$ cat config.mk
export PLATFORM = sky130hd
export DESIGN_NAME = bt_air_channel_n
export DESIGN_NICKNAME = d
export VERILOG_FILES = /design/src/rtl/bt_air_channel_n.sv
export SDC_FILE = /design/constraint.sdc
export NUM_CORES = 1
export LEC_CHECK = 0
export ABC_AREA = 0
export CAP_MARGIN = 20
export CORE_MARGIN = 4
export CORE_UTILIZATION = 48
export DETAILED_ROUTE_END_ITERATION = 10
export HOLD_SLACK_MARGIN = 0.03
export PLACE_DENSITY_LB_ADDON = 0.12
export SYNTH_ARGS = -nofsm -noshare
export SYNTH_HDL_FRONTEND = slang
export SYNTH_SLANG_ARGS = --single-unit
$ cat constraint.sdc
create_clock -name clk_6M -period 5.3 [get_ports clk_6M]
set_input_delay 0.53 -clock clk_6M [delete_from_list [all_inputs] [get_ports clk_6M]]
set_output_delay 0.53 -clock clk_6M [all_outputs]
set_load 0.02 [all_outputs]
$ cat src/rtl/bt_air_channel_n.sv
// rtl/bt_air_channel_n.sv - shared N-node air channel with propagation delay, collisions and bit errors
module bt_air_channel_n #(
    parameter int          NODES     = 4,
    parameter int          DELAY     = 2,
    parameter int          FKW       = 7,
    parameter logic [15:0] LFSR_SEED = 16'hACE1
) (
    input  logic                   clk_6M,
    input  logic                   rst,
    input  logic [NODES-1:0]       txbit,
    input  logic [NODES-1:0]       txen,
    input  logic [NODES-1:0]       rxen,
    input  logic [NODES*FKW-1:0]   lc_fk,
    input  logic [NODES-1:0]       loadfreq_p,
    input  logic [7:0]             ber_thresh,
    input  logic [NODES-1:0]       force_err_p,
    input  logic                   cnt_clr_p,
    output logic [NODES-1:0]       rxbit,
    output logic [NODES-1:0]       rx_valid,
    output logic [NODES-1:0]       collision,
    output logic [NODES*FKW-1:0]   tuned_fk,
    output logic [15:0]            coll_cnt,
    output logic [15:0]            err_cnt
);

    logic [NODES*FKW-1:0] fk_q;
    logic [NODES-1:0]     d_en, d_bit;
    logic [NODES*FKW-1:0] d_fk;
    logic [15:0]          lfsr;
    logic [NODES-1:0]     pend_q, pend_d;
    logic [NODES-1:0]     rx_d, valid_d, coll_d;
    logic [3:0]           hits, n_coll, n_err;
    logic                 hbit, err, ber_hit, pend_now;
    logic [16:0]          coll_sum, err_sum;

    assign tuned_fk = fk_q;

    always_ff @(posedge clk_6M) begin
        if (rst) begin
            fk_q <= '0;
        end else begin
            for (int i = 0; i < NODES; i++)
                if (loadfreq_p[i]) fk_q[i*FKW +: FKW] <= lc_fk[i*FKW +: FKW];
        end
    end

    // The transmitter's frequency travels with its bit so a mid-flight retune on either side is honoured.
    generate
        if (DELAY == 0) begin : g_nodelay
            assign d_en  = txen;
            assign d_bit = txbit;
            assign d_fk  = fk_q;
        end else begin : g_delay
            logic [NODES-1:0]     en_sr  [DELAY];
            logic [NODES-1:0]     bit_sr [DELAY];
            logic [NODES*FKW-1:0] fk_sr  [DELAY];

            always_ff @(posedge clk_6M) begin
                if (rst) begin
                    for (int s = 0; s < DELAY; s++) begin
                        en_sr[s]  <= '0;
                        bit_sr[s] <= '0;
                        fk_sr[s]  <= '0;
                    end
                end else begin
                    en_sr[0]  <= txen;
                    bit_sr[0] <= txbit;
                    fk_sr[0]  <= fk_q;
                    for (int s = 1; s < DELAY; s++) begin
                        en_sr[s]  <= en_sr[s-1];
                        bit_sr[s] <= bit_sr[s-1];
                        fk_sr[s]  <= fk_sr[s-1];
                    end
                end
            end

            assign d_en  = en_sr[DELAY-1];
            assign d_bit = bit_sr[DELAY-1];
            assign d_fk  = fk_sr[DELAY-1];
        end
    endgenerate

    always_comb begin
        rx_d     = '0;
        valid_d  = '0;
        coll_d   = '0;
        pend_d   = pend_q;
        n_coll   = '0;
        n_err    = '0;
        hits     = '0;
        hbit     = 1'b0;
        err      = 1'b0;
        pend_now = 1'b0;
        ber_hit  = (lfsr[15:8] < ber_thresh);
        for (int j = 0; j < NODES; j++) begin
            hits = '0;
            hbit = 1'b0;
            for (int i = 0; i < NODES; i++) begin
                if (i != j && d_en[i] && d_fk[i*FKW +: FKW] == fk_q[j*FKW +: FKW]) begin
                    hits = hits + 4'd1;
                    hbit = d_bit[i];
                end
            end
            pend_now  = pend_q[j] | force_err_p[j];
            pend_d[j] = pend_now;
            err       = 1'b0;
            if (!txen[j] && rxen[j]) begin
                if (hits == 4'd0) begin
                    rx_d[j] = lfsr[0];
                end else if (hits == 4'd1) begin
                    err        = pend_now | ber_hit;
                    rx_d[j]    = hbit ^ err;
                    valid_d[j] = 1'b1;
                    pend_d[j]  = 1'b0;
                    if (err) n_err = n_err + 4'd1;
                end else begin
                    rx_d[j]   = lfsr[0];
                    coll_d[j] = 1'b1;
                    n_coll    = n_coll + 4'd1;
                end
            end
        end
        coll_sum = {1'b0, coll_cnt} + {13'd0, n_coll};
        err_sum  = {1'b0, err_cnt} + {13'd0, n_err};
    end

    always_ff @(posedge clk_6M) begin
        if (rst) begin
            rxbit     <= '0;
            rx_valid  <= '0;
            collision <= '0;
            pend_q    <= '0;
            lfsr      <= LFSR_SEED;
            coll_cnt  <= '0;
            err_cnt   <= '0;
        end else begin
            rxbit     <= rx_d;
            rx_valid  <= valid_d;
            collision <= coll_d;
            pend_q    <= pend_d;
            lfsr      <= {lfsr[0] ^ lfsr[2] ^ lfsr[3] ^ lfsr[5], lfsr[15:1]};
            if (cnt_clr_p) begin
                coll_cnt <= '0;
                err_cnt  <= '0;
            end else begin
                coll_cnt <= coll_sum[16] ? 16'hFFFF : coll_sum[15:0];
                err_cnt  <= err_sum[16] ? 16'hFFFF : err_sum[15:0];
            end
        end
    end

endmodule

=== Word level (Yosys, flattened, before mapping) ===
Memory sizes are Yosys's and may differ from the RTL's.
Cells that the tools add are included.

* Register bits after elaboration: 92
* Memory bits (writable): 72
* Input bits: 59
* Output and inout port bits: 72
* Logic and storage cells: 205
* Memories kept: 3

{| class="wikitable"
|+ Memories
! name !! depth !! bits a word !! rd ports !! clocked after memory_dff !! write ports !! RTL line !! RTL
|-
| g_delay.fk_sr || 2 || 28 || 2 || 0 || 2 || 56 || <nowiki>logic [NODES*FKW-1:0] fk_sr [DELAY];</nowiki>
|-
| g_delay.bit_sr || 2 || 4 || 2 || 0 || 2 || 55 || <nowiki>logic [NODES-1:0] bit_sr [DELAY];</nowiki>
|-
| g_delay.en_sr || 2 || 4 || 2 || 0 || 2 || 54 || <nowiki>logic [NODES-1:0] en_sr [DELAY];</nowiki>
|}

* $add $sub $neg: 16
* $lt $le $gt $ge: 1
* Equality and inequality tests: 16
* Muxes and demuxes: 91
* Bitwise operators: 25
* Reduce and logical (&&, ||, !) cells: 33

{| class="wikitable"
|+ Operator list
! cell !! count
|-
| 4-bit two-way mux || 33
|-
| 7-bit equality test || 12
|-
| 4-bit by 1-bit adder with 4-bit output, second input constant || 14
|-
| 28-bit two-way mux || 2
|-
| 1-bit two-way mux || 54
|-
| 16-bit by 4-bit adder with 17-bit output || 2
|-
| 16-bit two-way mux || 2
|-
| 4-bit by 1-bit equality test with 1-bit output, second input constant || 4
|-
| 1-bit logical AND || 16
|-
| 4-bit logical NOT || 4
|-
| 1-bit OR || 14
|-
| 3-bit OR reduction || 4
|-
| 2-bit OR reduction || 5
|-
| 8-bit < comparator || 1
|-
| 1-bit bitwise XOR || 7
|-
| 1-bit logical NOT || 4
|-
| 1-bit inverter || 4
|}

=== Longest topological paths before layout ===
Gate-level depths: netlist (run 1).
An unclocked memory read counts as a cell.

* Depth after elaboration: 29
* Mapped depth: 25

=== Least setup slack after synthesis (run 1) ===
OpenSTA, ideal clock, no wires.

* Path type: register to register
* Start point: reg fk_q[1], in the netlist tuned_fk[1]
* End point: reg err_cnt[2]
* Library setup time: 0.070 ns
* Arrival time: 5.393 ns
* Slack: -0.164 ns
* Stages on the path, launching flop included: 25
* Path buffers: 1
* Clock period less this slack: 5.464 ns
* Path through: dfxtp_1 > xnor2_1 > nand4_1 > nor2_1 > inv_1 > ha_1 > or4_2 > nand3_2 > nor2_1 > ha_1 > inv_1 > a211o_2 > o31ai_4 > ha_1 > mux2_2 > ha_1 > mux2i_1 > fa_1 > nor2b_1 > o21ai_0 > a21oi_1 > nor2b_1 > nand2_1 > clkbuf_1 > a21oi_1

* Longest elaborated chain between the ends: 28
* Elaborated cells on any way between the ends: 33
* Those cells by class: 6 x add/sub; 4 x eq/ne; 19 x mux; 4 x reduce/logical

{| class="wikitable"
|+ Ends and longest elaborated chain
! what !! RTL line !! RTL
|-
| from (decl) || 26 || <nowiki>logic [NODES*FKW-1:0] fk_q;</nowiki>
|-
| from (signal, indexed assignment) || 43 || <nowiki>if (loadfreq_p[i]) fk_q[i*FKW +: FKW] <= lc_fk[i*FKW +: FKW];</nowiki>
|-
| 7-bit equality test || 99 || <nowiki>if (i != j && d_en[i] && d_fk[i*FKW +: FKW] == fk_q[j*FKW +: FKW]) begin</nowiki>
|-
| 1-bit logical AND || 99 ||
|-
| 1-bit two-way mux || 99 ||
|-
| 4-bit by 1-bit adder with 4-bit output || 100 || <nowiki>hits = hits + 4'd1;</nowiki>
|-
| 4-bit two-way mux || 99 ||
|-
| 4-bit by 1-bit adder with 4-bit output || 100 ||
|-
| 4-bit two-way mux * || 99 ||
|-
| 4-bit by 1-bit equality test with 1-bit output || 110 || <nowiki>end else if (hits == 4'd1) begin</nowiki>
|-
| (+12 left out) || -- ||
|-
| 4-bit two-way mux * || 107 || <nowiki>if (!txen[j] && rxen[j]) begin</nowiki>
|-
| 4-bit by 1-bit adder with 4-bit output || 115 || <nowiki>if (err) n_err = n_err + 4'd1;</nowiki>
|-
| 4-bit two-way mux || 115 ||
|-
| 4-bit two-way mux || 110 ||
|-
| 4-bit two-way mux || 108 || <nowiki>if (hits == 4'd0) begin</nowiki>
|-
| 4-bit two-way mux * || 107 ||
|-
| 16-bit by 4-bit adder with 17-bit output * || 124 || <nowiki>err_sum = {1'b0, err_cnt} + {13'd0, n_err};</nowiki>
|-
| 16-bit two-way mux * || 147 || <nowiki>err_cnt <= err_sum[16] ? 16'hFFFF : err_sum[15:0];</nowiki>
|-
| to (signal assigned) || 147 ||
|-
| to (decl) || 23 || <nowiki>output logic [15:0] err_cnt</nowiki>
|}

Every way passes the cells marked *; elsewhere a longest branch is shown, timed or not.
A chain may end at the register's enable or synchronous reset.

=== Final worst setup path (run 1) ===
* Start point: reg fk_q[1], in the netlist tuned_fk[1]
* End point: reg err_cnt[15]

The elaborated chain is that of the path after synthesis.

==> results of run 1 <==
## how the worst min path moves through the flow
stage	endpoint	from	slack, ns	depth (start not counted)
4_1_cts	lfsr[5]	lfsr[6]	0.41	1
3_3_place_gp	lfsr[5]	lfsr[6]	0.40	1
5_1_grt	lfsr[5]	lfsr[6]	0.41	1
3_5_place_dp	lfsr[5]	lfsr[6]	0.40	1
2_1_floorplan	lfsr[0]	lfsr[1]	0.39	1
6_report	lfsr[5]	lfsr[6]	0.41	1
## per-layer routing
metal  vias to the layer above  GRT usage
li1                       2969          -
met1                      2799     0.2792
met2                       157     0.3615
met3                        13    0.05687
met4                         0    0.04784
met5                         -          0
## power by group through the flow
| stage | Clock [mW] | Combinational, mW | Sequential, mW |
|---|---|---|---|
| floorplan | 0 | 0.166 | 1.36 |
| global placement | 0 | 0.318 | 1.35 |
| detailed placement | 0 | 0.327 | 1.35 |
| CTS | 1.35 | 0.332 | 1.32 |
| global route | 1.41 | 0.368 | 1.33 |
| finish | 1.33 | 0.339 | 1.32 |
## critical path, stage by stage (launching register included)
cell,delay (ns)
dfxtp_2,0.34
xor2_2,0.18
nor4_2,0.36
nand4_1,0.21
buf_4,0.20
inv_4,0.05
buf_4,0.10
fa_1,0.41
nand3_2,0.11
nor2_2,0.04
ha_1,0.27
inv_1,0.03
a211o_2,0.28
o31ai_4,0.08
ha_4,0.25
mux2_4,0.28
ha_4,0.22
mux2_2,0.25
ha_1,0.27
a21o_1,0.12
a21oi_2,0.06
o21ai_2,0.17
nor3b_4,0.25
nand4_1,0.17
nor3_2,0.19
a211oi_1,0.06
## placed cells by master, fill, tap and decap left out, drive strengths merged, types with 29 or more instances in the layout
cell type	count
buf	78
nor2	61
clkdlybuf4s50	129
a21oi	36
ha	29
xor2	39
dfxtp	164
xnor2	76
inv	36
nor2b	88
mux2i	33
## layout make-up
cell class | count | area [um^2] | share of cell area
flip-flops and latches | 164 | 3293 | 0.3207
clock buffers | 22 | 474.2 | 0.04617
multi-input cells | 541 | 4078 | 0.3971
clock inverters | 10 | 170.2 | 0.01657
inverters | 34 | 130.1 | 0.01267
well taps | 188 | 235.2 | 0.02290
repair buffers | 207 | 1889 | 0.1840
## registers in the layout, indices dropped and copies added (netlist names), 8 cells and up
register,cells
g_delay.fk_sr,56
tuned_fk,28
coll_cnt,16
err_cnt,16
lfsr,16
g_delay.bit_sr,8
g_delay.en_sr,8
## stage by stage
stage / hold slack, ns / setup slack (ns) / instances / instance area (um^2)
finish: 0.4078 / 0.2079 / 1166 / 10270
global route: 0.4133 / -0.06309 / 1166 / 10270
detailed placement: 0.3969 / -0.2134 / 1123 / 9348
global placement: 0.3978 / -0.09897 / 1123 / 9348
floorplan: 0.3895 / 0.008322 / 763 / 7396
CTS: 0.4090 / 0.01391 / 1157 / 10050
## timing repair
| action | in CTS | in global routing |
|---|---|---|
| gates resized for setup | 10 | 28 |
| hold buffers | 0 | 0 |
| pin swaps | 7 | 20 |
| endpoints found under the setup margin | 16 | 32 |
| setup buffers | 2 | 9 |
## logic make-up (layout without fill, tap and decap cells)
family                     count (synthesis)  in the layout  synth area share
and+or+nand+nor                          284            284            0.2137
DFF                                      164            164            0.4447
xor gates and xnor gates                 115            115            0.1374
AOI/OAI and AO/OA                         72             72           0.06457
buffers and inverters                     58            273           0.02949
muxes                                     38             38           0.05287
adders and majority gates                 32             32           0.05728
==> impl_metrics.ini, run 1 <==
[status]
status = complete, no violations

[sta]
tns_ns = 0
period_minus_slack_ns = 5.092
finalSetupViolations = 0
hold_violations = 0
fmax_ghz = 0.1964
worst_pin_slew_ns = 0.6591
finalClockSkew_ns = 0.007817
slew_headroom = 0.5606
slew_viol_final = 0
period_share = 0.9608

[route]
wl_met3_mm = 1.129
final_antenna_net_count = 0
num_vias = 5938
top_layer_used = met4
post_drt_wl_per_cell_um = 16.41
wl_met2_mm = 9.258
first_iter_violations = 343
m1WireLength_mm = 8.562
wirelength_mm = 19.13
dr.pass1.iters = 4
drc = 0
vias_per_cell = 5.093

[cells_and_area]
nFillCells = 1207
drive_above_1_share = 0.1759
antenna_cells = 0
final_nets = 1056
area_delta_synth_final_pct = 39.09
fin_util = 0.6781

[power_and_ir_drop]
leakagePower_nw = 4.196
power.internal_mw = 2.291
p_per_area_mw_per_mm2 = 291.0
comb_power_share = 0.113
swShare = 0.2336
clock_power_share = 0.444
net-switching-power_mw = 0.6983
finalPower_mw = 2.989
ir_worst_vdd_uv = 233.1
seqPwrFrac = 0.443

[synthesis]
syn-num-nets = 854
syn_area_mm2 = 0.007383
synth_ff_type = dfxtp_1
yosysTopAreaCellShare = 0.4447
synth.area.top_cells = dfxtp_1, xnor2_1, nor2b_1
synth_top_area_cell = dfxtp_1
synth.most_common_cell = dfxtp_1
seq_area_frac_synth = 0.4447
ys_warn_count = 0
synth.distinct_cells = 52
ys_seq_elements = 164
avgSynthCellArea_um2 = 9.677
synth-edff-count = 0
async_flop_share = 0
synth_cells = 763
synth_common_cells = dfxtp_1, nor2b_1, xnor2_1

[cts]
cts_buffers = 17
clock_latency_ns = 0.42
cts.sinks = 164
cts-root-buf = clkbuf_16
path_clk_slew_ns = 0.06
cts_tree = built
htree_levels = 4
clock_path_buffers = 2

[place]
dp_hpwl_mm = 14.26
numPortBuffers = 130
gp_congestion = 0.9079

[setup_path]
rrSetupSlack_ns = 0.21
cp-end-kind = flop
crit_start = tuned_fk[1]
critPathLaunchType = flop
reg2reg_from = tuned_fk[1]
ff2ff_path_depth = 25
r2r-end = err_cnt[15]
endpoint = err_cnt[15]
crit_type = reg2reg
crit_arrival_ns = 5.37
crit_fanout = 3
crit_required_ns = 5.58

[global_route]
grt_max_degree = 68
grt_pass1_wl_mm = 30.28
grtUsageTotal = 0.2153
grt_pass1_vias = 5940
antenna_found_initial = 0
grt_overflow = 0

[floorplanning]
start_util = 0.4875
die_x_um = 132.0
io_pins = 131
core_mm2 = 0.01515
rows = 45
die_height_um = 132.0
dieArea_mm2 = 0.01743

[min_path]
hp-class = reg2reg

[job]
drv_cap = 0
Note: power is estimated with default switching activity, not from simulation.
==> run 2: changes to the inputs <==
- ABC_CLOCK_PERIOD_IN_PS: default -> 5300
- GPL_TIMING_DRIVEN: default -> 0
- RECOVER_POWER: default -> 25
==> run 2 against run 1 <==
Effect of this change:
- combinational power down 9.4%
- clock skew up 0.00060 ns
- critical endpoint is now err_cnt[11]
- largest power group is now sequential cells
- via count down 1.1%
- first-iteration DRC count down 36%
- non-clock buffer count down 44
- register-to-register slack worse by 0.02 ns
==> impl_metrics.ini, run 2 (synthesis gave the netlist of run 1 again) <==
[setup_path]
crit_type = reg2reg
crit_required_ns = 5.59
ff2ff_path_depth = 24
reg2reg_from = tuned_fk[2]
cp-end-kind = flop
crit_start = tuned_fk[2]
crit_arrival_ns = 5.41
critPathLaunchType = flop
crit_fanout = 6

[global_route]
grt_max_degree = 17
grt_pass1_wl_mm = 30.67
grtUsageTotal = 0.2219
antenna_found_initial = 0
grt_pass1_vias = 5968
grt_overflow = 0

[route]
drc = 0
vias_per_cell = 5.236
num_vias = 5875
post_drt_wl_per_cell_um = 17.07
final_antenna_net_count = 0
wirelength_mm = 19.15
dr.pass1.iters = 4
first_iter_violations = 219

[place]
dpl_cell_area_mm2 = 0.008892
place_ws_ns = -0.6949
dp_hpwl_mm = 14.42
gp_congestion = 0.8701
numPortBuffers = 126

[floorplanning]
dieArea_mm2 = 0.01743
core_mm2 = 0.01515
rows = 45
die_x_um = 132.0
start_util = 0.4875
die_height_um = 132.0
io_pins = 131

[cells_and_area]
drive_above_1_share = 0.1349
antenna_cells = 0
design_area_mm2 = 0.009789
regMostFlops = g_delay.fk_sr
final_common_cell = dfxtp_1
final_cell_mix = dfxtp_1, clkdlybuf4s50_1, nor2b_1
largest_register_ffs = 56
final_nets = 1012
area_delta_synth_final_pct = 32.59

[power_and_ir_drop]
comb_power_share = 0.109
finalPower_mw = 2.819
power.internal_mw = 2.113
leakagePower_nw = 3.997
ir_worst_vdd_uv = 222.6
net-switching-power_mw = 0.7051
seqPwrFrac = 0.472
clock_power_share = 0.419
p_per_area_mw_per_mm2 = 287.9
swShare = 0.2502

[cts]
cts_hold_buf = 0
cts-root-buf = clkbuf_16
path_clk_slew_ns = 0.06
htree_levels = 4
clock_latency_ns = 0.42
clock_path_buffers = 2
cts.sinks = 164
cts_buffers = 17
cts_tree = built

[sta]
slew_viol_final = 0
worst_pin_slew_ns = 0.6904
period_share = 0.9652
whs_ns = 0.4202
hold_violations = 0
period_minus_slack_ns = 5.115
slew_headroom = 0.5398
fin_ws_ns = 0.1845
tns_ns = 0
fmax_ghz = 0.1955
finalSetupViolations = 0
finalClockSkew_ns = 0.008418

[status]
status = complete, no violations

[min_path]
min_path_cells = 1
min_from = lfsr[7]
hp-class = reg2reg

[job]
drv_cap = 0
[run 2: repair_timing]
item                                    4_1_cts  5_1_grt
gates resized for setup                      40       24
endpoints found under the setup margin       32       32
setup buffers                                 9        4
pin swaps                                    13       19
gates cloned                                  0        0
[run 2: final cells by class]
class / instances / area (um^2)
fill: 1242 / 5356
buffer: 24 / 111.4
clock inverter: 13 / 122.6
tap: 188 / 235.2
inverter: 34 / 127.6
timing repair buffer: 139 / 1359
sequential: 164 / 3321
multi-input combinational: 541 / 4060
clock buffer: 19 / 452.9
[run 2: through the flow]
stage               std cells  utilization
global route             1122       0.6463
finish                   1122       0.6463
CTS                      1118       0.6390
floorplan                 763            -
global placement         1077       0.5871
detailed placement       1077       0.5871
[run 2: worst max-delay path, cell delays in order, from the launching register on]
cell and delay, ns:
dfxtp_4 0.38, xnor2_1 0.17, nand3_1 0.19, or3_2 0.55
inv_1 0.08, fa_1 0.44, nand3_4 0.11, nor2_1 0.05
ha_1 0.29, inv_1 0.04, a211o_2 0.32, o31ai_4 0.08
ha_4 0.25, mux2_4 0.29, ha_4 0.22, mux2_2 0.26
ha_1 0.26, a21o_1 0.19, a21oi_2 0.18, o21ai_2 0.08
buf_4 0.15, nand3_2 0.08, nor2_1 0.06, xnor2_1 0.16
a21oi_1 0.08
[run 2: path summary, 6_finish.rpt]
check / slack, ns / to
worst min register to register: 0.42 / lfsr[6]
worst min-delay path: 0.42 / lfsr[6]
worst max register to register: 0.18 / err_cnt[11]
worst max-delay path: 0.18 / err_cnt[11]
[run 2: power groups by stage]
stage / clock network, mW / registers, mW / logic, mW
6_report: 1.18 / 1.33 / 0.307
5_1_grt: 1.27 / 1.34 / 0.335
3_3_place_gp: 0 / 1.36 / 0.285
2_1_floorplan: 0 / 1.36 / 0.166
3_5_place_dp: 0 / 1.36 / 0.295
4_1_cts: 1.21 / 1.33 / 0.307
[run 2: layer usage]
| metal | track usage | wire [um] |
|---|---|---|
| met1 | 0.2831 | 8579 |
| met2 | 0.3660 | 9031 |
| met3 | 0.05802 | 1197 |
| met4 | 0.07526 | 345 |
| met5 | 0 | 0 |
==> run 3: changes to the inputs <==
- CAP_MARGIN: 20 -> default
- CORE_UTILIZATION: 48 -> 49
- CTS_BUF_LIST: default -> sky130_fd_sc_hd__clkbuf_8
==> run 3 against run 2 <==
Effect of this change:
- setup slack got worse by 0.020 ns
- count of clock-buffer cells in the layout unchanged
- power fell by 8.4%
- wire length grew 3.0%
- utilization grew 1.6 points
- final cell count rose by 0.27%
- die area shrank 1.9%
- worst hold slack hardly changed
- sequential cell count stayed put
- largest cell class unchanged
==> impl_metrics.ini, run 3 (synthesis gave the netlist of run 1 again) <==
[min_path]
min_from = lfsr[7]
min_path_cells = 1
hp-class = reg2reg
min_to = lfsr[6]

[setup_path]
crit_required_ns = 5.63
critPathLaunchType = flop
reg2reg_from = tuned_fk[1]
crit_arrival_ns = 5.47
crit_type = reg2reg
cp_slowest_stage_delay_ns = 0.39
cpMaxStageDelayCell = dfxtp_4
crit_fanout = 6
cp-end-kind = flop
ff2ff_path_depth = 26
cp_common_cell = ha_1
r2r-end = err_cnt[7]
rrSetupSlack_ns = 0.16

[global_route]
grt-busiest-layer = met2
grt_max_degree = 17
grt_pass1_vias = 5953
grtUsageMet2 = 0.3765
use_met1 = 0.3002
grt_overflow = 0
antenna_found_initial = 0
grt_pass1_wl_mm = 30.33
use_met3 = 0.06423
grtUsageTotal = 0.2334

[sta]
slew_viol_final = 0
slew_headroom = 0.5094
hold_violations = 0
period_share = 0.9689
finalSetupViolations = 0
period_minus_slack_ns = 5.135
finalClockSkew_ns = 0.01624
fmax_ghz = 0.1947
worst_pin_slew_ns = 0.7360

[route]
vias_per_cell = 5.278
wirelength_mm = 19.73
dr.pass1.iters = 5
first_iter_violations = 257
post_drt_wl_per_cell_um = 17.54
drc = 0
final_antenna_net_count = 0
num_vias = 5938

[cells_and_area]
design_area_mm2 = 0.009697
final_cell_mix = dfxtp_1, clkdlybuf4s50_1, nor2b_1
drive_above_1_share = 0.1371
antenna_cells = 0
final_common_cell = dfxtp_1
area_delta_synth_final_pct = 31.33
largest_register_ffs = 56
final_nets = 1020
fin_util = 0.6622
regMostFlops = g_delay.fk_sr

[floorplanning]
start_util = 0.5042
io_pins = 131
die_x_um = 130.8
die_height_um = 130.8
core_mm2 = 0.01464
rows = 44
dieArea_mm2 = 0.01710

[power_and_ir_drop]
ir_worst_vdd_uv = 253.9
finalPower_mw = 2.582
p_per_area_mw_per_mm2 = 266.2
leakagePower_nw = 3.931

[place]
dpl_cell_area_mm2 = 0.008887
gp_congestion = 0.8465
numPortBuffers = 126
dp_hpwl_mm = 14.63

[cts]
htree_levels = 4
clock_path_buffers = 2
cts.sinks = 164
cts-root-buf = clkbuf_8
clock_latency_ns = 0.46
cts_tree = built
cts_buffers = 17
path_clk_slew_ns = 0.09

[status]
status = complete, no violations

[job]
drv_cap = 0
==> run 3: cell types whose count changed in the layout (fill, tap and decap cells not counted), moves of 2 or more <==
cell / change
buf_4: +8
bufinv_16: +2
clkbuf_16: -17
clkbuf_8: +16
clkdlybuf4s50_1: +12
dfxtp_1: +3
dfxtp_2: -2
dlygate4sd3_1: -12
nor2_4: +2
==> run 3: worst max-delay path, delay by kind of cell (launching register included) <==
family,cells,cell delay (ns)
buffers and inverters,5,0.55
multiplexers,2,0.55
flip-flops,1,0.39
AO/OA/AOI/OAI,7,1.21
adder cells (fa/ha/maj),5,1.15
AND/OR/NAND/NOR,5,0.83
XOR/XNOR,2,0.32
==> run 3: layout make-up <==
type | count | area (um^2)
multi-input cells | 541 | 4085
clock inverters | 12 | 153.9
clock buffers | 19 | 261.5
repair buffers | 147 | 1419
well taps | 184 | 230.2
flip-flops and latches | 164 | 3314
plain buffers | 24 | 105.1
fillers | 1201 | 4947
inverters | 34 | 127.6
==> run 3: repair_timing <==
action | 4_1_cts | 5_1_grt
hold buffers | 0 | 0
buffers inserted | 11 | 10
setup endpoints to repair | 32 | 32
resized for setup | 37 | 28
pin swaps | 15 | 16
==> run 3: per-stage QoR <==
stage                     instances  setup WS [ns]  TNS (ns)  hold slack (ns)
final                          1125         0.1646         0           0.4203
after global routing           1125       -0.03153   -0.1276           0.4403
after CTS                      1115       0.001627         0           0.4187
after detailed placement       1073        -0.7271    -18.42           0.4022
after global placement         1073        -0.5791    -12.76           0.3973
after floorplan                 763       0.008322         0           0.3895
==> run 3: worst max-delay path by stage <==
stage,from,end,slack [ns],depth (start not counted)
CTS,tuned_fk[4],err_cnt[15],0.002,24
finish,tuned_fk[1],err_cnt[7],0.16,26
detailed placement,g_delay.fk_sr[0][35],err_cnt[10],-0.73,24
global placement,g_delay.fk_sr[0][35],err_cnt[9],-0.58,24
global route,tuned_fk[4],err_cnt[7],-0.03,26
floorplan,tuned_fk[1],err_cnt[2],0.008,23
==> run 3: layer usage <==
| metal | vias to the layer above | wire length [um] |
|---|---|---|
| met1 | 2844 | 9017 |
| met2 | 171 | 9234 |
| met3 | 33 | 1095 |
| met4 | 0 | 380 |
| li1 | 2890 | - |
| met5 | - | 0 |
==> run 3: report_power, final <==
part	internal [mW]	switching, mW
clock	0.489	0.449
combinational	0.162	0.151
sequential	1.28	0.0541
total	1.93	0.655
